==> config.mk <==
export PLATFORM = sky130hd
export DESIGN_NAME = display_bus_receiver
export DESIGN_NICKNAME = d
export VERILOG_FILES = /design/src/rtl/display_pkg.sv /design/src/rtl/display_bus_sampler.sv /design/src/rtl/display_bus_receiver.sv
export SDC_FILE = /design/constraint.sdc
export NUM_CORES = 1
export LEC_CHECK = 0
export CORE_MARGIN = 8
export CORE_UTILIZATION = 60
export CTS_BUF_LIST = sky130_fd_sc_hd__clkbuf_2
export DETAILED_ROUTE_END_ITERATION = 6
export PLACE_DENSITY = 0.81
export RECOVER_POWER = 50
export SLEW_MARGIN = 20
export SYNTH_ARGS = -nofsm -noshare
export SYNTH_HDL_FRONTEND = slang
export SYNTH_SLANG_ARGS = --single-unit
==> constraint.sdc <==
create_clock -name aclk -period 11.55 [get_ports aclk]
set_clock_uncertainty 0.2 [all_clocks]
set_input_delay 1.7325 -clock aclk [delete_from_list [all_inputs] [get_ports aclk]]
set_output_delay 1.7325 -clock aclk [all_outputs]
set_load 0.1 [all_outputs]
==> src/rtl/display_pkg.sv <==
// Shared definitions for the ILI9341 8080 write-bus receiver.
// Latency: n/a (constants, types and helpers only).
// Backpressure: n/a.
package display_pkg;

    // ILI9341 command opcodes understood by the receiver
    localparam logic [7:0] CMD_SWRESET = 8'h01;
    localparam logic [7:0] CMD_SLPOUT  = 8'h11;
    localparam logic [7:0] CMD_DISPOFF = 8'h28;
    localparam logic [7:0] CMD_DISPON  = 8'h29;
    localparam logic [7:0] CMD_CASET   = 8'h2A;
    localparam logic [7:0] CMD_PASET   = 8'h2B;
    localparam logic [7:0] CMD_RAMWR   = 8'h2C;
    localparam logic [7:0] CMD_MADCTL  = 8'h36;
    localparam logic [7:0] CMD_COLMOD  = 8'h3A;

    // Pixel formats: the only one we assemble, and the panel's power-on value
    localparam logic [7:0] COLMOD_RGB565 = 8'h55;
    localparam logic [7:0] COLMOD_RESET  = 8'h66;

    // Decode FSM states
    typedef enum logic [2:0] {
        IDLE   = 3'd0,
        PARAM  = 3'd1,
        SKIP   = 3'd2,
        PIX_HI = 3'd3,
        PIX_LO = 3'd4
    } rx_state_t;

    // One synchronizer stage worth of bus pins, kept together so they stay aligned
    typedef struct packed {
        logic       wr;
        logic       cs;
        logic       dc;
        logic [7:0] data;
    } bus_sample_t;

    // Column/page address window (full 16-bit values as written by the host)
    typedef struct packed {
        logic [15:0] xs;
        logic [15:0] xe;
        logic [15:0] ys;
        logic [15:0] ye;
    } window_t;

    // Commands followed by a parameter phase
    function automatic logic cmd_has_params(input logic [7:0] code);
        return (code == CMD_CASET) || (code == CMD_PASET) ||
               (code == CMD_MADCTL) || (code == CMD_COLMOD);
    endfunction

    // Commands whose parameter phase is a single byte
    function automatic logic cmd_single_param(input logic [7:0] code);
        return (code == CMD_MADCTL) || (code == CMD_COLMOD);
    endfunction

endpackage

==> src/rtl/display_bus_sampler.sv <==
// Synchronizes the 8080 bus pins as one bundle and emits a strobe per written byte.
// Latency: byte_stb/byte_dc/byte_data valid SYNC_STAGES+1 aclk edges after lcd_wr is first sampled high.
// Backpressure: none; the host bus cannot be stalled, every qualified wr edge yields one strobe.
module display_bus_sampler
    import display_pkg::*;
#(
    parameter int SYNC_STAGES = 2    // legal range 1..4
) (
    input  logic       aclk,
    input  logic       areset,
    input  logic [7:0] lcd_data,
    input  logic       lcd_wr,
    input  logic       lcd_cs,
    input  logic       lcd_dc,
    output logic       byte_stb,
    output logic       byte_dc,
    output logic [7:0] byte_data
);

    // Idle bus: deselected, strobe high, so leaving reset never fakes an edge
    localparam bus_sample_t BUS_IDLE = '{wr: 1'b1, cs: 1'b1, dc: 1'b0, data: 8'h00};

    bus_sample_t [SYNC_STAGES-1:0] sync_q;
    bus_sample_t                   bus_in;
    bus_sample_t                   bus_s;
    logic                          wr_prev;

    assign bus_in = '{wr: lcd_wr, cs: lcd_cs, dc: lcd_dc, data: lcd_data};
    assign bus_s  = sync_q[SYNC_STAGES-1];

    // Shift all pins through the same number of flops so data/dc/cs line up with wr
    always_ff @(posedge aclk or posedge areset) begin
        if (areset) begin
            for (int i = 0; i < SYNC_STAGES; i++) begin
                sync_q[i] <= BUS_IDLE;
            end
        end else begin
            sync_q[0] <= bus_in;
            for (int i = 1; i < SYNC_STAGES; i++) begin
                sync_q[i] <= sync_q[i-1];
            end
        end
    end

    // Rising edge of synced wr while selected latches one byte event
    always_ff @(posedge aclk or posedge areset) begin
        if (areset) begin
            wr_prev   <= 1'b1;
            byte_stb  <= 1'b0;
            byte_dc   <= 1'b0;
            byte_data <= 8'h00;
        end else begin
            wr_prev   <= bus_s.wr;
            byte_stb  <= bus_s.wr & ~wr_prev & ~bus_s.cs;
            byte_dc   <= bus_s.dc;
            byte_data <= bus_s.data;
        end
    end

endmodule

==> src/rtl/display_bus_receiver.sv <==
// Decodes ILI9341 8080 writes: command/parameter tracking, address window, RGB565 pixel stream with coordinates.
// Latency: tvalid rises SYNC_STAGES+2 aclk edges after lcd_wr is first sampled high for a pixel's low byte.
// Backpressure: single-entry output register; a pixel completing while it is full is dropped and sets overflow.
// Optional DISPLAY_RX_CMD_TRACE_EN adds cmd_valid/cmd_code, a one-cycle pulse per command byte.
module display_bus_receiver
    import display_pkg::*;
#(
    parameter int WIDTH       = 240,
    parameter int HEIGHT      = 320,
    parameter int SYNC_STAGES = 2
) (
    input  logic        aclk,
    input  logic        areset,
    input  logic [7:0]  lcd_data,
    input  logic        lcd_wr,
    input  logic        lcd_rd,
    input  logic        lcd_cs,
    input  logic        lcd_dc,
    input  logic        lcd_rst,
    output logic        m_axis_tvalid,
    input  logic        m_axis_tready,
    output logic [15:0] m_axis_tdata,
    output logic        m_axis_tlast,
    output logic [8:0]  pixel_x,
    output logic [8:0]  pixel_y,
    output logic [7:0]  madctl,
    output logic [7:0]  colmod,
    output logic        display_on,
    output logic        sleep_out,
    output logic        overflow,
    output logic        fmt_err
`ifdef DISPLAY_RX_CMD_TRACE_EN
    ,
    output logic        cmd_valid,
    output logic [7:0]  cmd_code
`endif
);

    localparam window_t WIN_RESET = '{
        xs: 16'd0, xe: 16'(WIDTH - 1),
        ys: 16'd0, ye: 16'(HEIGHT - 1)
    };

    // Reads are not modelled; the strobe is accepted and ignored
    logic unused_rd;
    assign unused_rd = lcd_rd;

    logic       byte_stb;
    logic       byte_dc;
    logic [7:0] byte_data;

    display_bus_sampler #(
        .SYNC_STAGES (SYNC_STAGES)
    ) u_sampler (
        .aclk      (aclk),
        .areset    (areset),
        .lcd_data  (lcd_data),
        .lcd_wr    (lcd_wr),
        .lcd_cs    (lcd_cs),
        .lcd_dc    (lcd_dc),
        .byte_stb  (byte_stb),
        .byte_dc   (byte_dc),
        .byte_data (byte_data)
    );

    rx_state_t   state;
    logic [1:0]  param_idx;
    logic [7:0]  cur_cmd;
    logic [23:0] param_buf;
    logic [7:0]  hi_byte;
    logic [15:0] cur_x;
    logic [15:0] cur_y;
    window_t     win;

    logic        cmd_stb;
    logic        dat_stb;
    logic        pix_done;
    logic        pix_last;
    logic        in_pixels;
    logic        out_free;
    logic [15:0] pix_word;

    assign cmd_stb   = byte_stb & ~byte_dc;
    assign dat_stb   = byte_stb &  byte_dc;
    assign in_pixels = (state == PIX_HI) || (state == PIX_LO);
    assign pix_done  = dat_stb && (state == PIX_LO);
    assign pix_word  = {hi_byte, byte_data};
    // >= rather than == keeps a degenerate window (start > end) on one row/column
    assign pix_last  = (cur_x >= win.xe) && (cur_y >= win.ye);
    assign out_free  = !m_axis_tvalid || m_axis_tready;

    // Decode FSM: command dispatch, parameter collection, pixel byte pairing and cursor
    always_ff @(posedge aclk or posedge areset) begin
        if (areset) begin
            state     <= IDLE;
            param_idx <= 2'd0;
            cur_cmd   <= 8'h00;
            param_buf <= 24'h0;
            hi_byte   <= 8'h00;
            cur_x     <= 16'd0;
            cur_y     <= 16'd0;
        end else if (!lcd_rst) begin
            state     <= IDLE;
            param_idx <= 2'd0;
            cur_cmd   <= 8'h00;
            param_buf <= 24'h0;
            hi_byte   <= 8'h00;
            cur_x     <= 16'd0;
            cur_y     <= 16'd0;
        end else if (cmd_stb) begin
            // Any command abandons partial parameters and a pending high byte
            cur_cmd   <= byte_data;
            param_idx <= 2'd0;
            if (cmd_has_params(byte_data)) begin
                state <= PARAM;
            end else if (byte_data == CMD_RAMWR) begin
                state <= PIX_HI;
                cur_x <= win.xs;
                cur_y <= win.ys;
            end else begin
                state <= SKIP;
            end
        end else if (dat_stb) begin
            case (state)
                PARAM: begin
                    param_buf <= {param_buf[15:0], byte_data};
                    param_idx <= param_idx + 2'd1;
                    if (cmd_single_param(cur_cmd) || (param_idx == 2'd3)) begin
                        state <= SKIP;
                    end
                end
                PIX_HI: begin
                    hi_byte <= byte_data;
                    state   <= PIX_LO;
                end
                PIX_LO: begin
                    state <= PIX_HI;
                    // Cursor advances even if the pixel is dropped on overflow
                    if (cur_x >= win.xe) begin
                        cur_x <= win.xs;
                        if (cur_y >= win.ye) begin
                            cur_y <= win.ys;
                        end else begin
                            cur_y <= cur_y + 16'd1;
                        end
                    end else begin
                        cur_x <= cur_x + 16'd1;
                    end
                end
                default: ;
            endcase
        end
    end

    // Configuration registers: window commit, MADCTL/COLMOD, power flags, format error
    always_ff @(posedge aclk or posedge areset) begin
        if (areset) begin
            win        <= WIN_RESET;
            madctl     <= 8'h00;
            colmod     <= COLMOD_RESET;
            display_on <= 1'b0;
            sleep_out  <= 1'b0;
            fmt_err    <= 1'b0;
        end else if (!lcd_rst) begin
            win        <= WIN_RESET;
            madctl     <= 8'h00;
            colmod     <= COLMOD_RESET;
            display_on <= 1'b0;
            sleep_out  <= 1'b0;
            fmt_err    <= 1'b0;
        end else begin
            if (cmd_stb) begin
                case (byte_data)
                    CMD_SWRESET: begin
                        win        <= WIN_RESET;
                        madctl     <= 8'h00;
                        colmod     <= COLMOD_RESET;
                        display_on <= 1'b0;
                        sleep_out  <= 1'b0;
                    end
                    CMD_SLPOUT:  sleep_out  <= 1'b1;
                    CMD_DISPOFF: display_on <= 1'b0;
                    CMD_DISPON:  display_on <= 1'b1;
                    default: ;
                endcase
            end
            if (dat_stb && (state == PARAM)) begin
                case (cur_cmd)
                    // Window only changes once all four bytes have arrived
                    CMD_CASET: begin
                        if (param_idx == 2'd3) begin
                            win.xs <= param_buf[23:8];
                            win.xe <= {param_buf[7:0], byte_data};
                        end
                    end
                    CMD_PASET: begin
                        if (param_idx == 2'd3) begin
                            win.ys <= param_buf[23:8];
                            win.ye <= {param_buf[7:0], byte_data};
                        end
                    end
                    CMD_MADCTL: madctl <= byte_data;
                    CMD_COLMOD: colmod <= byte_data;
                    default: ;
                endcase
            end
            if (dat_stb && in_pixels && (colmod != COLMOD_RGB565)) begin
                fmt_err <= 1'b1;
            end
        end
    end

    // Output register: load on completion when free, else drop and flag overflow
    always_ff @(posedge aclk or posedge areset) begin
        if (areset) begin
            m_axis_tvalid <= 1'b0;
            m_axis_tdata  <= 16'h0000;
            m_axis_tlast  <= 1'b0;
            pixel_x       <= 9'd0;
            pixel_y       <= 9'd0;
            overflow      <= 1'b0;
        end else if (!lcd_rst) begin
            m_axis_tvalid <= 1'b0;
            m_axis_tdata  <= 16'h0000;
            m_axis_tlast  <= 1'b0;
            pixel_x       <= 9'd0;
            pixel_y       <= 9'd0;
            overflow      <= 1'b0;
        end else if (pix_done && out_free) begin
            m_axis_tvalid <= 1'b1;
            m_axis_tdata  <= pix_word;
            m_axis_tlast  <= pix_last;
            pixel_x       <= cur_x[8:0];
            pixel_y       <= cur_y[8:0];
        end else begin
            if (m_axis_tready) begin
                m_axis_tvalid <= 1'b0;
            end
            if (pix_done) begin
                overflow <= 1'b1;
            end
        end
    end

`ifdef DISPLAY_RX_CMD_TRACE_EN
    // Command trace: echo each command byte one cycle after its byte event
    always_ff @(posedge aclk or posedge areset) begin
        if (areset) begin
            cmd_valid <= 1'b0;
            cmd_code  <= 8'h00;
        end else if (!lcd_rst) begin
            cmd_valid <= 1'b0;
            cmd_code  <= 8'h00;
        end else begin
            cmd_valid <= cmd_stb;
            if (cmd_stb) begin
                cmd_code <= byte_data;
            end
        end
    end
`endif

endmodule

* Word level (Yosys, flattened, before mapping)
Cells that the tools add are included.
** Storage, ports and cells
- Input bits :: 16
- Flip-flop bits (word level) :: 230
- Output and inout bits :: 56
** Cells by class
- $add $sub $neg :: 3
- $lt $le $gt $ge :: 2
- Equality and inequality tests :: 38
- Reductions and logical operators :: 24
- Muxes and demuxes :: 76
- Bitwise logic cells :: 7
** Operators with widths (number)
- 2-to-1 mux 16 bit :: 17
- 2-to-1 mux 64 bit :: 4
- 2-to-1 mux 32 bit :: 4
- 2-to-1 mux 8 bit :: 16
- 2-to-1 mux 24 bit :: 4
- equality test 8 x 6 -> 1 bit (second input constant) :: 11
- 2-to-1 mux 9 bit :: 4
- adder 16 x 1 -> 16 bit (second input constant) :: 2
- greater-or-equal comparator 16 bit :: 2
- != test 3 x 1 -> 1 bit (second input constant) :: 6
- 2-to-1 mux 1 bit :: 15
- != test 2 x 1 -> 1 bit (second input constant) :: 7
- 2-to-1 mux 3 bit :: 4
- 2-to-1 mux 2 bit :: 5
- case mux 3 bit (3 select lines) :: 1
- AND reduction 3 bit :: 3
- equality test 8 x 1 -> 1 bit (second input constant) :: 1
- equality test 8 x 5 -> 1 bit (second input constant) :: 1
- != test 8 x 7 -> 1 bit (second input constant) :: 1
- AND reduction 2 bit :: 4
- logical OR 1 bit :: 7
- logical AND 1 bit :: 6
- != test 3 x 2 -> 1 bit (second input constant) :: 2
- != test 5 x 1 -> 1 bit (second input constant) :: 1
- 15 further kinds :: 22

* Logic depth before layout (Yosys ltp)
- Depth after elaboration :: 8
- Mapped depth :: 10
- Gate-level depth less buffers :: 8

* Cells and area by module
From an unflattened synthesis, not the netlist that was laid out.
** Second synthesis, totals
- Cell total of the unflattened synthesis :: 1084
- Area, all modules :: 10448.8 µm²
** Modules (own cells, without submodules)
- display_bus_receiver :: times used 1, area an instance 9600.5 µm², seq. area each 4952.2 µm², cells each 1049
- display_bus_sampler :: times used 1, area an instance 848.3 µm², seq. area each 832.0 µm², cells each 35

* Worst setup path after synthesis
OpenSTA, ideal clock, no wires.
- Path kind :: input to register
- From :: input lcd_rst
- To :: register colmod[0]
- Library setup time :: 0.136 ns
- Slack :: 8.484 ns
- Path buffers :: 3
- Arrival time :: 2.730 ns
- Stages on the path :: 5
- Path through :: inv_1 > clkbuf_1 > clkbuf_1 > clkbuf_1 > a21oi_1
** Between the ends
- Cells in the longest elaborated chain, start to end :: 1
** Ends and longest elaborated chain
- start, declared :: line display_bus_receiver.sv:19 : input logic lcd_rst,
- 2-to-1 mux 8 bit :: line display_bus_receiver.sv:164 : end else if (!lcd_rst) begin
- end signal, assigned :: line display_bus_receiver.sv:203 : CMD_COLMOD: colmod <= byte_data;
- end, declared :: line display_bus_receiver.sv:27 : output logic [7:0] colmod,
Every way passes these cells.
A chain may end at the register's enable or synchronous reset.

* Worst setup path after layout
- From :: input lcd_rst
- To :: register cur_y[2]
** Between the ends
- Cells in the longest elaborated chain, start to end :: 2
- Elaborated cells between the ends (all ways) :: 7
** Ends and longest elaborated chain
- != test 3 x 1 -> 1 bit (no source line), or another cell as far along
- AND reduction 5 bit (no source line)
- end signal, assigned :: line display_bus_receiver.sv:119 : cur_y <= win.ys;
- end signal, assigned :: line display_bus_receiver.sv:142 : cur_y <= win.ys;
- end signal, assigned :: line display_bus_receiver.sv:144 : cur_y <= cur_y + 16'd1;
- end, declared :: line display_bus_receiver.sv:72 : logic [15:0] cur_y;
Parallel ways exist; a longest one is shown, timed or not.

==> results.json <==
{
  "synth-simple-area-share_pct": 20.25,
  "finalWeightedCongestion": 0.8458,
  "synth_compound_area_share_pct": 13.50,
  "worstPathMaxFanout": 89,
  "endpoint_kind": "register",
  "reg2reg_from": "u_sampler.byte_data[7]",
  "synth_cells": 1174,
  "slowest_stage": "clkinvlp_2",
  "grt_busiest_layer": "met2",
  "period_share_pct": 60.91,
  "die_h_um": 150.3,
  "finalInstanceArea_um2": 12100,
  "wl_per_cell_um": 17.96,
  "worstPathRequired_ns": 12.12,
  "hold_viol_final": 0,
  "r2r_setup_slack_ns": 8.09,
  "met1_usage_pct": 31.85,
  "status": "complete, but fails checks",
  "drt-total-wl_um": 27100,
  "initial_core_util_pct": 60.67,
  "endpoint": "cur_y[2]",
  "total_power_w": 0.001392,
  "rsz0062_at_grt": "no",
  "yosysUniqueCellTypes": 62,
  "core_area_um2": 17840,
  "tightest_slew_ns": 4.856,
  "grt_antenna_before_repair": 1,
  "grt_util_met2_pct": 38.63,
  "leakagePower_nw": 5.345,
  "ys_seq_area_share_pct": 53.44,
  "yosys_warnings": 0,
  "maxCapViolCount": 2,
  "clk_path_buf_depth": 3,
  "cts_resized": 0,
  "r2r_cells": 5,
  "syn_avg_cell_area_um2": 9.220,
  "drt-pass1-iter-count": 6,
  "async_flop_share_pct": 100.0,
  "grt_util_all_layers_pct": 24.43,
  "cts_hold_buf": 0,
  "synth_fa_ha_area_share_pct": 4.046,
  "postCtsSetupBuffers": 0,
  "nets": 1289,
  "drive_gt1_share_pct": 11.49,
  "whs_path_depth": 0,
  "setup_viol": 0,
  "synth_edf_count": 0,
  "hpwl_um": 17430,
  "drc": 0,
  "startpoint": "lcd_rst",
  "overflow": 0,
  "drtAntennaViolNets": 0,
  "ys_ff_latch": 230,
  "violations": "max-capacitance violations, max-slew violations",
  "path_clk_slew_ns": 0.10,
  "syn_to_final_growth_pct": 11.83,
  "die_w_um": 150.3,
  "path_class": "in2reg",
  "cts-htree-levels": 2,
  "num_vias": 9073,
  "synth_top_flop_cell": "dfrtp_1",
  "syn_area_um2": 10820,
  "slew_violations": 172,
  "reg2reg_to": "win[33]",
  "die-area_um2": 22590,
  "cpPeakStageDelay_ns": 1.97,
  "post_dp_cell_area_um2": 11620,
  "met3_usage_pct": 5.410,
  "grt_max_degree": 113,
  "cp.arrival_ns": 7.60,
  "tns_ns": 0,
  "crit_chain": "dlygate4sd3_1 -> clkbuf_1 -> clkinvlp_2 -> buf_4 -> a21oi_4 -> o21ai_2 -> o221ai_1",
  "cts-root-buf": "clkbuf_2",
  "io_pins": 72,
  "synth_xor_area_share_pct": 0.1618,
  "rows": 49,
  "grt_pass1_wl_um": 44680,
  "period_minus_slack_ns": 7.035,
  "cts_tree": "built",
  "power.density_nw_per_um2": 115.0,
  "clk_latency_ns": 0.88,
  "drtIter0Drc": 839,
  "hp-class": "reg2reg",
  "start_kind": "input pin",
  "via_per_inst": 6.013,
  "cts.sinks": 230,
  "grt_pass1_vias": 8961,
  "cts_inserted_buffers": 58,
  "numPortBuffers": 70,
  "synth.area.mux_share_pct": 3.630,
  "relSlewSlack_pct": -225.5,
  "syn_nets": 1225,
  "ir_drop_mv": 0.1263,
  "fmax_mhz": 142.1,
  "synth_top_family_by_area": "simple AND/OR/NAND/NOR gates",
  "fin_util_pct": 67.84
}
flip-flops by register name, summed over array words and instances, names as in the netlist, 8 cells and up:
| register | flops |
|---|---|
| win | 64 |
| param_buf | 24 |
| cur_x | 16 |
| cur_y | 16 |
| m_axis_tdata | 16 |
| u_sampler.bus_s | 11 |
| u_sampler.sync_q | 11 |
| pixel_x | 9 |
| pixel_y | 9 |
| colmod | 8 |
| cur_cmd | 8 |
| hi_byte | 8 |
| madctl | 8 |
| u_sampler.byte_data | 8 |
cell usage after synthesis (2+ instances only):
| cell | count | area share, % |
|---|---|---|
| nor3_1 | 28 | 1.3 |
| dfstp_2 | 23 | 5.6 |
| nor4bb_1 | 3 | 0.28 |
| or4_1 | 4 | 0.28 |
| mux2i_1 | 37 | 3.4 |
| a311oi_1 | 2 | 0.16 |
| nor4_1 | 2 | 0.12 |
| inv_1 | 53 | 1.8 |
| a211oi_1 | 2 | 0.14 |
| nand2_2 | 2 | 0.12 |
| o21ai_1 | 2 | 0.092 |
| nand3_1 | 90 | 4.2 |
| buf_1 | 6 | 0.21 |
| clkbuf_1 | 60 | 2.1 |
| o22ai_1 | 15 | 0.87 |
| buf_2 | 7 | 0.32 |
| nand2_1 | 232 | 8.0 |
| nand3b_1 | 2 | 0.14 |
| mux2_2 | 2 | 0.21 |
| and3_1 | 4 | 0.23 |
| nand4b_1 | 3 | 0.24 |
| a21oi_1 | 150 | 6.9 |
| nand4_1 | 9 | 0.52 |
| buf_4 | 3 | 0.21 |
| a2111oi_0 | 2 | 0.16 |
| ha_1 | 35 | 4.0 |
| dfrtp_1 | 207 | 48 |
| nor2_1 | 63 | 2.2 |
| or2_2 | 5 | 0.29 |
| or3_1 | 7 | 0.40 |
| a31oi_1 | 9 | 0.52 |
| xor2_1 | 2 | 0.16 |
| and2_1 | 4 | 0.23 |
| o211ai_1 | 6 | 0.42 |
| o21a_1 | 6 | 0.42 |
| o2bb2ai_1 | 3 | 0.24 |
| nor3b_1 | 2 | 0.14 |
| o221ai_1 | 9 | 0.73 |
| nor2b_1 | 7 | 0.40 |
| nand2b_1 | 7 | 0.40 |
| buf_6 | 3 | 0.31 |
| o21ai_0 | 36 | 1.7 |
cell usage in the layout, fill, tap and decap left out, types with 12 or more instances in the layout:
cell	instances
a21oi_1	150
buf_4	12
clkbuf_2	81
clkdlybuf4s50_1	57
clkinv_1	16
dfrtp_1	207
dfstp_2	23
dlygate4sd3_1	13
ha_1	35
inv_1	51
mux2i_1	37
nand2_1	230
nand3_1	90
nor2_1	63
nor3_1	26
o21ai_0	38
o22ai_1	15
worst min-delay path by stage:
stage	startpoint	to	slack, ns
2_1_floorplan	u_sampler.sync_q[0]	u_sampler.bus_s[0]	0.13
3_3_place_gp	u_sampler.bus_s[1]	u_sampler.byte_data[1]	0.13
3_5_place_dp	u_sampler.bus_s[1]	u_sampler.byte_data[1]	0.13
4_1_cts	u_sampler.sync_q[7]	u_sampler.bus_s[7]	0.14
5_1_grt	u_sampler.sync_q[3]	u_sampler.bus_s[3]	0.15
6_report	u_sampler.sync_q[3]	u_sampler.bus_s[3]	0.15
routing by layer:
layer	wire length (µm)	vias to the layer above
met1	11330	4467
met4	826	0
li1	-	4186
met3	1861	71
met5	0	-
met2	13070	349
power breakdown:
group | total, W | switching [W] | internal (W)
registers | 0.000824 | 0.0000108 | 0.000813
logic | 0.0000471 | 0.0000358 | 0.0000113
clock network | 0.000521 | 0.000329 | 0.000192
through the flow:
stage          setup WS [ns]  hold WS (ns)  instances
6_report               4.515        0.1453       1509
5_1_grt                4.089        0.1469       1509
4_1_cts                6.940        0.1442       1508
3_5_place_dp           6.402        0.1347       1407
3_3_place_gp           6.440        0.1318       1407
2_1_floorplan          3.351        0.1312       1174
worst max-delay path: cells and delay by family:
family          cells  cell delay, ns
buf+inv             4            4.35
compound gates      3            1.46
cell type report:
type	instances	area (µm²)
antenna	1	2.502
clock buffer	81	405.4
multi-input combinational	812	4537
inverter	53	201.4
sequential	230	5784
timing repair buffer	83	794.5
clock inverter	20	92.59
tap	229	286.5
fill	1419	5737
cells by family (layout without fill, tap and decap cells):
family | Yosys count | after routing
simple gates | 482 | 482
compound gates | 254 | 254
flops | 230 | 230
buf+inv | 132 | 237
mux | 39 | 39
fa+ha+maj | 35 | 35
xor+xnor | 2 | 2
other cells | 0 | 1
(Power assumes the default switching activity.)
